<file path="config.mk">
export PLATFORM = sky130hd
export DESIGN_NAME = bus_interconnect
export DESIGN_NICKNAME = d
export VERILOG_FILES = /design/src/rtl/bus_pkg.sv /design/src/rtl/bus_region_match.sv /design/src/rtl/bus_interconnect.sv
export SDC_FILE = /design/constraint.sdc
export NUM_CORES = 1
export LEC_CHECK = 0
export ABC_AREA = 1
export CAP_MARGIN = 20
export CELL_PAD_IN_SITES_DETAIL_PLACEMENT = 0
export CELL_PAD_IN_SITES_GLOBAL_PLACEMENT = 1
export CORE_MARGIN = 5
export CORE_UTILIZATION = 28
export CTS_CLUSTER_DIAMETER = 150
export DETAILED_ROUTE_END_ITERATION = 10
export GPL_ROUTABILITY_DRIVEN = 0
export PLACE_DENSITY_LB_ADDON = 0.2
export SKIP_CTS_REPAIR_TIMING = 1
export SYNTH_ARGS = -nofsm -noshare
export SYNTH_HDL_FRONTEND = slang
export SYNTH_SLANG_ARGS = --single-unit
</file>
<file path="constraint.sdc">
create_clock -name clk_in -period 2 [get_ports clk_in]
set_input_delay 0.6 -clock clk_in [delete_from_list [all_inputs] [get_ports clk_in]]
set_output_delay 0.6 -clock clk_in [all_outputs]
set_load 0.01 [all_outputs]
</file>
<file path="src/rtl/bus_pkg.sv">
// Shared types and helpers for the CPU-to-slave memory interconnect.
package bus_pkg;

  typedef enum logic [1:0] {
    ST_IDLE,
    ST_ACCESS,
    ST_RESP,
    ST_ERROR
  } bus_state_e;

  localparam logic [31:0] DEFAULT_ERR_DATA = 32'hDEADBEEF;

  // Index width that stays at least one bit wide for single-entry cases.
  function automatic int clog2_min1(input int value);
    return (value <= 2) ? 1 : $clog2(value);
  endfunction

endpackage

</file>
<file path="src/rtl/bus_region_match.sv">
// Combinational base/mask region decoder; the lowest matching index wins,
// then that region's fetch or data permission decides whether it is a hit.
module bus_region_match #(
  parameter int N_SLAVES   = 4,
  parameter int ADDR_WIDTH = 32,
  parameter int SEL_WIDTH  = 2
) (
  input  logic [ADDR_WIDTH-1:0]          addr,
  input  logic                           instr,
  input  logic [N_SLAVES*ADDR_WIDTH-1:0] base,
  input  logic [N_SLAVES*ADDR_WIDTH-1:0] mask,
  input  logic [N_SLAVES-1:0]            instr_allow,
  input  logic [N_SLAVES-1:0]            data_allow,
  output logic                           hit,
  output logic [SEL_WIDTH-1:0]           sel,
  output logic [ADDR_WIDTH-1:0]          local_addr
);

  logic [ADDR_WIDTH-1:0] base_arr [N_SLAVES];
  logic [ADDR_WIDTH-1:0] mask_arr [N_SLAVES];
  logic [N_SLAVES-1:0]   match_vec;
  logic [N_SLAVES-1:0]   allow_vec;
  logic                  found;

  generate
    for (genvar gi = 0; gi < N_SLAVES; gi++) begin : g_region
      assign base_arr[gi]  = base[gi*ADDR_WIDTH +: ADDR_WIDTH];
      assign mask_arr[gi]  = mask[gi*ADDR_WIDTH +: ADDR_WIDTH];
      // An all-zero mask marks an unused slot rather than a match-everything region.
      assign match_vec[gi] = (mask_arr[gi] != '0) &&
                             ((addr & mask_arr[gi]) == base_arr[gi]);
    end
  endgenerate

  always_comb begin
    found = 1'b0;
    sel   = '0;
    for (int i = 0; i < N_SLAVES; i++) begin
      if (!found && match_vec[i]) begin
        found = 1'b1;
        sel   = SEL_WIDTH'(i);
      end
    end
  end

  assign allow_vec  = instr ? instr_allow : data_allow;
  assign hit        = found && allow_vec[sel];
  assign local_addr = addr & ~mask_arr[sel];

endmodule

</file>
<file path="src/rtl/bus_interconnect.sv">
// picorv32 native-port interconnect: registered one-hot slave select, per-slave
// ready/rdata mux, and error responses for unmapped, forbidden or stalled accesses.
module bus_interconnect
  import bus_pkg::*;
#(
  parameter int N_SLAVES   = 4,
  parameter int ADDR_WIDTH = 32,
  parameter int DATA_WIDTH = 32,
  parameter logic [N_SLAVES*ADDR_WIDTH-1:0] SLAVE_BASE =
    {32'h10000000, 32'h00001000, 32'h00000000, 32'h0},
  parameter logic [N_SLAVES*ADDR_WIDTH-1:0] SLAVE_MASK =
    {32'hFFFFFFFC, 32'hFFFFF000, 32'hFFFFF000, 32'h0},
  parameter logic [N_SLAVES-1:0]   INSTR_ALLOW    = 4'b0001,
  parameter logic [N_SLAVES-1:0]   DATA_ALLOW     = 4'b0111,
  parameter int                    TIMEOUT_CYCLES = 255,
  parameter logic [DATA_WIDTH-1:0] ERR_DATA       = DEFAULT_ERR_DATA
) (
  input  logic                           clk_in,
  input  logic                           reset_in,
  input  logic                           mem_valid,
  input  logic                           mem_instr,
  input  logic [ADDR_WIDTH-1:0]          mem_addr,
  input  logic [DATA_WIDTH-1:0]          mem_wdata,
  input  logic [DATA_WIDTH/8-1:0]        mem_wstrb,
  output logic                           mem_ready,
  output logic [DATA_WIDTH-1:0]          mem_rdata,
  output logic [N_SLAVES-1:0]            s_enable,
  output logic                           s_write,
  output logic [ADDR_WIDTH-1:0]          s_addr,
  output logic [DATA_WIDTH-1:0]          s_wdata,
  output logic [DATA_WIDTH/8-1:0]        s_wstrb,
  input  logic [N_SLAVES-1:0]            s_ready,
  input  logic [N_SLAVES*DATA_WIDTH-1:0] s_rdata,
  output logic                           bus_error,
  output logic [ADDR_WIDTH-1:0]          err_addr
);

  localparam int SEL_W = clog2_min1(N_SLAVES);
  localparam int CNT_W = clog2_min1(TIMEOUT_CYCLES + 1);
  localparam logic [CNT_W-1:0] CNT_LAST = CNT_W'(TIMEOUT_CYCLES - 1);
  localparam logic [CNT_W-1:0] CNT_MAX  = '1;

  bus_state_e            state_reg;
  logic [SEL_W-1:0]      sel_reg;
  logic [CNT_W-1:0]      cnt_reg;
  logic                  match_hit;
  logic [SEL_W-1:0]      match_sel;
  logic [ADDR_WIDTH-1:0] match_local;
  logic [DATA_WIDTH-1:0] rdata_arr [N_SLAVES];

  generate
    for (genvar gi = 0; gi < N_SLAVES; gi++) begin : g_rdata
      assign rdata_arr[gi] = s_rdata[gi*DATA_WIDTH +: DATA_WIDTH];
    end
  endgenerate

  bus_region_match #(
    .N_SLAVES   (N_SLAVES),
    .ADDR_WIDTH (ADDR_WIDTH),
    .SEL_WIDTH  (SEL_W)
  ) u_match (
    .addr        (mem_addr),
    .instr       (mem_instr),
    .base        (SLAVE_BASE),
    .mask        (SLAVE_MASK),
    .instr_allow (INSTR_ALLOW),
    .data_allow  (DATA_ALLOW),
    .hit         (match_hit),
    .sel         (match_sel),
    .local_addr  (match_local)
  );

  always_ff @(posedge clk_in) begin
    if (reset_in) begin
      state_reg <= ST_IDLE;
      sel_reg   <= '0;
      cnt_reg   <= '0;
      mem_ready <= 1'b0;
      mem_rdata <= '0;
      s_enable  <= '0;
      s_write   <= 1'b0;
      s_addr    <= '0;
      s_wdata   <= '0;
      s_wstrb   <= '0;
      bus_error <= 1'b0;
      err_addr  <= '0;
    end else begin
      mem_ready <= 1'b0;
      case (state_reg)
        ST_IDLE: begin
          if (mem_valid) begin
            if (match_hit) begin
              sel_reg   <= match_sel;
              s_enable  <= N_SLAVES'(1) << match_sel;
              s_write   <= |mem_wstrb;
              s_addr    <= match_local;
              s_wdata   <= mem_wdata;
              s_wstrb   <= mem_wstrb;
              cnt_reg   <= '0;
              state_reg <= ST_ACCESS;
            end else begin
              // The error response is registered on entry so it appears in the ERROR cycle.
              mem_ready <= 1'b1;
              mem_rdata <= ERR_DATA;
              bus_error <= 1'b1;
              if (!bus_error) err_addr <= mem_addr;
              state_reg <= ST_ERROR;
            end
          end
        end
        ST_ACCESS: begin
          if (!mem_valid) begin
            s_enable  <= '0;
            state_reg <= ST_IDLE;
          end else if (s_ready[sel_reg]) begin
            mem_rdata <= rdata_arr[sel_reg];
            mem_ready <= 1'b1;
            s_enable  <= '0;
            state_reg <= ST_RESP;
          end else if (cnt_reg == CNT_LAST) begin
            s_enable  <= '0;
            mem_ready <= 1'b1;
            mem_rdata <= ERR_DATA;
            bus_error <= 1'b1;
            if (!bus_error) err_addr <= mem_addr;
            state_reg <= ST_ERROR;
          end else if (cnt_reg != CNT_MAX) begin
            cnt_reg <= cnt_reg + 1'b1;
          end
        end
        ST_RESP:  state_reg <= ST_IDLE;
        ST_ERROR: state_reg <= ST_IDLE;
        default:  state_reg <= ST_IDLE;
      endcase
    end
  end

endmodule

</file>
Word level (Yosys, flattened, before mapping)
Index checks and enable logic that the tools add are counted.
{"block": "totals", "wordCells": 116, "out_inout_bits": 139, "inputBits": 204, "regBits": 151}
{"block": "op_classes", "muxes": 61, "n_reduce_logical": 16, "n_eq_ne": 17, "n_shift": 1, "magnitude_cmp": 4, "add_sub_neg": 1, "n_bitwise": 4}
{"op": "32-bit 2-to-1 mux", "count": 15}
{"op": "32-bit binary-select mux with 2-bit select", "count": 2}
{"op": "32-bit case mux with 2 select lines", "count": 2}
{"op": "8-bit 2-to-1 mux", "count": 6}
{"op": "32-bit bitwise AND", "count": 1}
{"op": "32-bit logical NOT", "count": 1}
{"op": "32-bit inverter", "count": 1}
{"op": "30-bit by 27-bit equality test with 1-bit output (second input constant)", "count": 1}
{"op": "20-bit by 1-bit equality test with 1-bit output (second input constant)", "count": 1}
{"op": "4-bit 2-to-1 mux", "count": 5}
{"op": "1-bit 2-to-1 mux", "count": 16}
{"op": "2-bit != test (second input constant)", "count": 8}
{"op": "8-bit case mux with 2 select lines", "count": 1}
{"op": "2-bit 2-to-1 mux", "count": 7}
{"op": "8-bit by 1-bit adder with 8-bit output (second input constant)", "count": 1}
{"op": "8-bit equality test (second input constant)", "count": 1}
{"op": "8-bit != test (second input constant)", "count": 1}
{"op": "4-bit case mux with 2 select lines", "count": 1}
{"op": "7-bit AND reduction", "count": 1}
{"op": "3-bit greater-or-equal comparator (second input constant)", "count": 2}
{"op": "2-bit by 3-bit < comparator with 1-bit output (second input constant)", "count": 2}
{"op": "2-bit inverter with 3-bit output", "count": 2}
{"op": "2-bit case mux with 3 select lines", "count": 1}
{"op": "6-bit AND reduction", "count": 1}
{"op": "other kinds (18)", "count": 24}

Depth between registers and ports, before layout
Gate-level depths: netlist of the first run.
{"block": "depth", "word_depth": 14, "mapped_depth": 13, "mapped_depth_nobuf": 11}

Hierarchy
From an unflattened synthesis of the first run, not the netlist that was laid out.
{"block": "unflattened", "cells_unflattened": 2053, "hier_area_um2": 11656.2}
{"mod": "bus_interconnect", "area_each_um2": 7337.0, "cells_each": 1143, "n_inst": 1}
{"mod": "bus_region_match", "area_each_um2": 4319.1, "cells_each": 910, "n_inst": 1}

Worst setup path before layout of the first run
No wires, ideal clock.
{"block": "synth_path", "path_type": "input -> register", "from": "input port mem_addr[18]", "to": "register err_addr[13]", "setup_time_ns": 0.113, "stages": 10, "required_time_ns": 1.887, "setup_slack_ns": 0.131, "t_arrival_ns": 1.755, "n_path_buf": 2, "cell_sequence": "nor2_2 -> nand2_1 -> nor2_1 -> nand3_2 -> nand2_4 -> nand3_4 -> buf_4 -> buf_6 -> a21oi_2 -> nor2_1"}
{"block": "synth_between", "elab_chain_len": 13}
{"element": "from (decl)", "line": "bus_interconnect.sv:22", "text": "input logic [ADDR_WIDTH-1:0] mem_addr,"}
{"element": "32-bit logical NOT", "line": "bus_region_match.sv:31", "text": "((addr & mask_arr[gi]) == base_arr[gi]);"}
{"element": "1-bit 2-to-1 mux", "line": "bus_region_match.sv:39", "text": "if (!found && match_vec[i]) begin"}
{"element": "1-bit logical NOT", "line": "bus_region_match.sv:39"}
{"element": "1-bit logical AND", "line": "bus_region_match.sv:39"}
{"element": "1-bit 2-to-1 mux", "line": "bus_region_match.sv:39"}
{"element": "1-bit logical NOT", "line": "bus_region_match.sv:39"}
{"element": "1-bit logical AND", "line": "bus_region_match.sv:39"}
{"element": "2-bit 2-to-1 mux", "line": "bus_region_match.sv:39"}
{"element": "1-bit binary-select mux with 2-bit select", "line": "bus_region_match.sv:47", "text": "assign hit = found && allow_vec[sel];"}
{"element": "1-bit 2-to-1 mux (implied by the code)", "line": "bus_region_match.sv:47"}
{"element": "1-bit logical AND (*)", "line": "bus_region_match.sv:47"}
{"element": "2-bit != test (no source line) (*)"}
{"element": "6-bit AND reduction (no source line) (*)"}
{"element": "to (signal assigned)", "line": "bus_interconnect.sv:106", "text": "if (!bus_error) err_addr <= mem_addr;"}
{"element": "to (signal assigned)", "line": "bus_interconnect.sv:125", "text": "if (!bus_error) err_addr <= mem_addr;"}
{"element": "to (decl)", "line": "bus_interconnect.sv:35", "text": "output logic [ADDR_WIDTH-1:0] err_addr"}
Mark *: on every way between the ends. The rest lies on a longest branch, timed or not. The select of a mux whose other input is x is not followed.
A chain may end at the register's enable or synchronous reset.

Worst setup path after layout of the first run
{"block": "layout_path", "from": "register s_enable[2]", "to": "output port s_enable[2]"}
{"element": "from (decl)", "line": "bus_interconnect.sv:27", "text": "output logic [N_SLAVES-1:0] s_enable,"}
{"element": "from (signal assigned)", "line": "bus_interconnect.sv:94", "text": "s_enable <= N_SLAVES'(1) << match_sel;"}
No word-level cell between the ends.

==> impl_metrics.tcl, run 1 <==
set metrics [dict create \
    nets 1689 \
    vias_per_cell 4.54 \
    portBuffers 342 \
    reg2reg_from "cnt_reg[0]$_SDFFE_PP0P_" \
    fin_crit_sh 0.975 \
    die-height_um 173 \
    fin_ws_ns 0.0497 \
    synth_warnings 0 \
    clk_pin_slew_ns 0.07 \
    mostFrequentLayoutCells "clkdlybuf4s50_1 (297), nor2_1 (236), nand2_1 (234), dfxtp_1 (150), inv_1 (107)" \
    drtIter0Drc 458 \
    final_common_cell "clkdlybuf4s50_1" \
    root_buffer "clkbuf_16" \
    num_rows 59 \
    reg2reg_depth 12 \
    crit_slowest_cell "clkdlybuf4s50_1" \
    die_w_um 173 \
    synth-edff-count 0 \
    yosys_register_bits 151 \
    core_area_um2 26100 \
    netlist-cell-type-count 34 \
    numCtsBuffers 17 \
    antenna_found_initial 1 \
    max_clock_freq_ghz 0.513 \
    grt_max_degree 73 \
    area_growth_pct 67.0 \
    overflow 0 \
    drt_pre_antenna_iters 4 \
    timing.critical_path.from "s_enable[2]$_SDFFE_PP0P_" \
    cp.arrival_ns 1.35 \
    drt-wirelength-per-cell_um 15.9 \
    syn_inst 1123 \
    worst_pin_slew_ns 0.823 \
    pre_cts_ws_ns -0.508 \
    post-route-min-period_ns 1.95 \
    antenna_left 0 \
    crit_fanout 2 \
    min_from "s_addr[26]$_SDFFE_PP0P_" \
    min_to "s_addr[26]$_SDFFE_PP0P_" \
    cts_tree "yes" \
    r2r-end "err_addr[21]$_SDFFE_PP0P_" \
    grtUsageTotal 0.186 \
    drc 0 \
    dominantRegCellSynth "dfxtp_1" \
    crit_path_max_incr_delay_ns 0.59 \
    drive_gt1_frac 0.112 \
    r2r_slack_ns 0.20 \
    cp-start-kind "register" \
    num_vias 8316 \
    cts_sinks 151 \
    synth_area_um2 7460 \
    async_reset_ff_frac 0 \
    synth_top_cell_by_area "dfxtp_1" \
    drt-total-wl_um 29200 \
    cts.path.max_buffers 2 \
    relSlewSlack 0.451 \
    start_util 0.286 \
    grt_pass1_wl_um 45600 \
    first_global_vias 8173 \
    hold_depth 2 \
    setup.worst_path.end_class "output port" \
    fillers 2710 \
    hpwl_um 21100 \
    syn_nets 1329 \
    finalClockSkew_ns 0.0135 \
    dieArea_um2 30000 \
    cts_max_level 4 \
    required_ns 1.40 \
    hold_violations 0 \
    slew_violations 0 \
    clk_latency_ns 0.42 \
    worst-setup-path-type "register to output port" \
    syn_area_per_cell_um2 6.65 \
    synth_top_area_frac 0.405 \
    ios 343 \
    status "complete, no violations" \
    vdd_drop_max_uv 527 \
    max_cap_violations 0 \
    setup_violations 0 \
    leakagePower_uw 0.00589 \
    ys_seq_area_frac 0.405 \
    crit_chain "clkdlybuf4s50_1" \
    crit_family "buffers and inverters" \
    synth.area.top_cells "dfxtp_1 (41%), nor2_1 (13%), nand2_1 (12%), nand3_1 (5.7%), inv_1 (5.4%)" \
    fin_tns_setup_ns 0 \
    crit_buf_inv 1 \
    hp-class "register to register" \
    p_per_area_nw_per_um2 659 \
]
-- how the worst max path moves through the flow --
stage | end | slack (ns) | depth (start not counted)
after floorplan | err_addr[13]$_SDFFE_PP0P_ | 0.13 | 10
after global placement | s_addr[4]$_SDFFE_PP0P_ | -0.46 | 10
after detailed placement | mem_rdata[25]$_SDFFE_PP0P_ | -0.51 | 10
after CTS | mem_rdata[25]$_SDFFE_PP0P_ | -0.05 | 10
after global routing | s_wdata[29]$_SDFFE_PP0P_ | -0.02 | 12
final | s_enable[2] | 0.05 | 1
-- cells in the mapped netlist, types with 8 or more instances --
cell type	number
buf_6	11
o221ai_1	24
a21oi_2	18
nand2_1	238
clkbuf_1	38
dfxtp_1	151
o22ai_1	8
nand3_1	85
inv_1	107
o21ai_0	76
buf_1	8
a21oi_1	48
buf_2	12
nor2_1	250
-- layer usage --
| metal | global-route usage | routed length (um) |
|---|---|---|
| met1 | 0.233 | 13200 |
| met2 | 0.298 | 13300 |
| met3 | 0.0694 | 2230 |
| met5 | 0 | 0 |
| met4 | 0.0549 | 544 |
-- power breakdown --
part / internal [uW] / leakage (uW) / switching (uW)
Clock: 1930 / 0.000301 / 1430
Sequential: 3170 / 0.00123 / 91.8
Combinational: 902 / 0.00435 / 687
Total: 6000 / 0.00589 / 2210
-- area by class of cell --
class,count,area [um2],share of cell area
flip-flops and latches,151,3020,0.243
inverters,112,420,0.0337
repair buffers,417,4310,0.345
diodes,1,2.50,0.000201
clock buffers,18,439,0.0352
clock inverters,14,176,0.0142
well taps,335,419,0.0336
multi-input cells,784,3680,0.295
-- kinds of logic after synthesis --
logic type,Yosys count,synth area share
AOI/OAI and AO/OA,176,0.141
and+or+nand+nor,601,0.333
xor gates and xnor gates,5,0.00587
DFF,151,0.405
adders and majority gates,2,0.00335
buffers and inverters,188,0.111
-- through the flow --
stage	instances	total power [uW]	util	hold slack [ns]	cell area, um2
2_1_floorplan	1123	3960	-	0.461	7460
3_3_place_gp	1792	4920	0.441	0.425	11500
3_5_place_dp	1792	4930	0.441	0.429	11500
4_1_cts	1824	8340	0.464	0.440	12100
5_1_grt	1832	8610	0.477	0.446	12500
6_report	1832	8210	0.477	0.436	12500
Power figures use the tool's default switching activity.
==> run 2, diff against run 1 <==
==> constraint.sdc (replaced) <==
create_clock -name clk_in -period 2.3 [get_ports clk_in]
set_input_delay 0.69 -clock clk_in [delete_from_list [all_inputs] [get_ports clk_in]]
set_output_delay 0.69 -clock clk_in [all_outputs]
set_load 0.01 [all_outputs]
==> run 2 against run 1 <==
Hold slack better by 0.0011 ns; global-route usage decreased by 0.44 points; highest routed layer unchanged; wire length down 4.4%; clock skew up 0.0024 ns; utilization shrank 1.4 points.
==> impl_metrics.tcl, run 2 (synthesis gave the netlist of run 1 again) <==
set metrics [dict create \
    status "complete, no violations" \
    reg2reg_from "sel_reg[0]$_SDFFE_PP0P_" \
    hpwl_um 21000 \
    nets 1676 \
    finalClockSkew_ns 0.0158 \
    antenna_left 0 \
    hp-class "register to register" \
    die_w_um 173 \
    drtIter0Drc 285 \
    leakagePower_uw 0.00516 \
    r2r_slack_ns 0.46 \
    slew_violations 0 \
    grt_pass1_wl_um 44600 \
    cts_sinks 151 \
    vias_per_cell 4.51 \
    vdd_drop_max_uv 454 \
    crit_slowest_cell "clkdlybuf4s50_1" \
    core_area_um2 26100 \
    setup_violations 0 \
    drt-wirelength-per-cell_um 15.4 \
    final_design_area_no_fill_um2 12100 \
    num_vias 8205 \
    area_growth_pct 62.0 \
    worst-setup-path-type "input port to register" \
    portBuffers 342 \
    fin_crit_sh 0.915 \
    drive_gt1_frac 0.0910 \
    wl_met1_um 12300 \
    antenna_found_initial 0 \
    crit_path_max_incr_delay_ns 0.44 \
    start_util 0.286 \
    p_per_area_nw_per_um2 583 \
    fin_tns_setup_ns 0 \
    drt_pre_antenna_iters 5 \
    critPathMostFrequentCell "nand3_1" \
    grtUsageTotal 0.181 \
    clk_pin_slew_ns 0.07 \
    required_ns 2.57 \
    timing.critical_path.from "mem_addr[25]" \
    cts_tree "yes" \
    max_cap_violations 0 \
    worst_pin_slew_ns 0.806 \
    crit_fanout 29 \
    clk_latency_ns 0.43 \
    cp-start-kind "input port" \
    mostFrequentLayoutCells "clkdlybuf4s50_1 (341), nor2_1 (248), nand2_1 (238), dfxtp_1 (150), inv_1 (107)" \
    cp.arrival_ns 2.37 \
    topRoutingLayerUsed "met4" \
    drt-total-wl_um 27900 \
    crit_chain "clkdlybuf4s50_1, nor2_1, nand3_1, nor2_2, nand2_1, nand2_4, nand3_4, buf_4, nand3_1, a21oi_1" \
    final_common_cell "clkdlybuf4s50_1" \
    hold_violations 0 \
    die-height_um 173 \
    drc 0 \
    setup.worst_path.end_class "register" \
    min_from "s_addr[12]$_SDFFE_PP0P_" \
    relSlewSlack 0.463 \
    dieArea_um2 30000 \
    ios 343 \
    cts.path.max_buffers 2 \
    num_rows 59 \
    cts_max_level 4 \
    grt_max_degree 73 \
    max_clock_freq_ghz 0.475 \
    wl_met2_um 12700 \
    overflow 0 \
    root_buffer "clkbuf_16" \
    post-route-min-period_ns 2.10 \
    place_area_um2 11500 \
    wl_met3_um 2330 \
    antenna_cells 0 \
    rsz0062_at_grt "false" \
    first_global_vias 8105 \
    numCtsBuffers 17 \
]
## run 2: final cells by class
| cell class | count | area (um2) |
|---|---|---|
| clock buffer | 17 | 425 |
| clock inverter | 15 | 179 |
| fill | 2692 | 14000 |
| inverter | 112 | 420 |
| multi-input combinational | 784 | 3620 |
| sequential | 151 | 3020 |
| tap | 335 | 419 |
| timing repair buffer | 404 | 4010 |
## run 2: worst max-delay path, delay by kind of cell
kind | cells | cell delay (ns)
AND/OR/NAND/NOR | 7 | 0.88
AO/OA/AOI/OAI | 1 | 0.07
buffers and inverters | 2 | 0.71
## run 2: per-stage QoR
| step | cells | hold WS, ns | total power, uW | worst slack (ns) | utilization |
|---|---|---|---|---|---|
| 6_report | 1818 | 0.437 | 7050 | 0.195 | 0.463 |
| 5_1_grt | 1818 | 0.460 | 7430 | 0.00817 | 0.463 |
| 4_1_cts | 1818 | 0.439 | 7180 | 0.167 | 0.463 |
| 3_5_place_dp | 1786 | 0.427 | 4280 | -0.289 | 0.439 |
| 3_3_place_gp | 1786 | 0.425 | 4270 | -0.218 | 0.439 |
| 2_1_floorplan | 1123 | 0.461 | 3450 | 0.341 | - |
## run 2: worst paths after layout
path	cells after the start	to
hold reg to reg	2	s_addr[12]$_SDFFE_PP0P_
setup reg to reg	12	err_addr[27]$_SDFFE_PP0P_
setup / recovery	10	mem_rdata[23]$_SDFFE_PP0P_
hold / removal	2	s_addr[12]$_SDFFE_PP0P_
## run 2: layer usage
metal	vias to the layer above	track usage
li1	4262	-
met2	260	0.294
met3	36	0.0689
met5	-	0
met1	3647	0.224
met4	0	0.0542
## run 2: where the power goes
| part | switching (uW) | internal (uW) |
|---|---|---|
| logic | 583 | 788 |
| registers | 82.3 | 2750 |
| clock network | 1290 | 1560 |
| total | 1950 | 5100 |
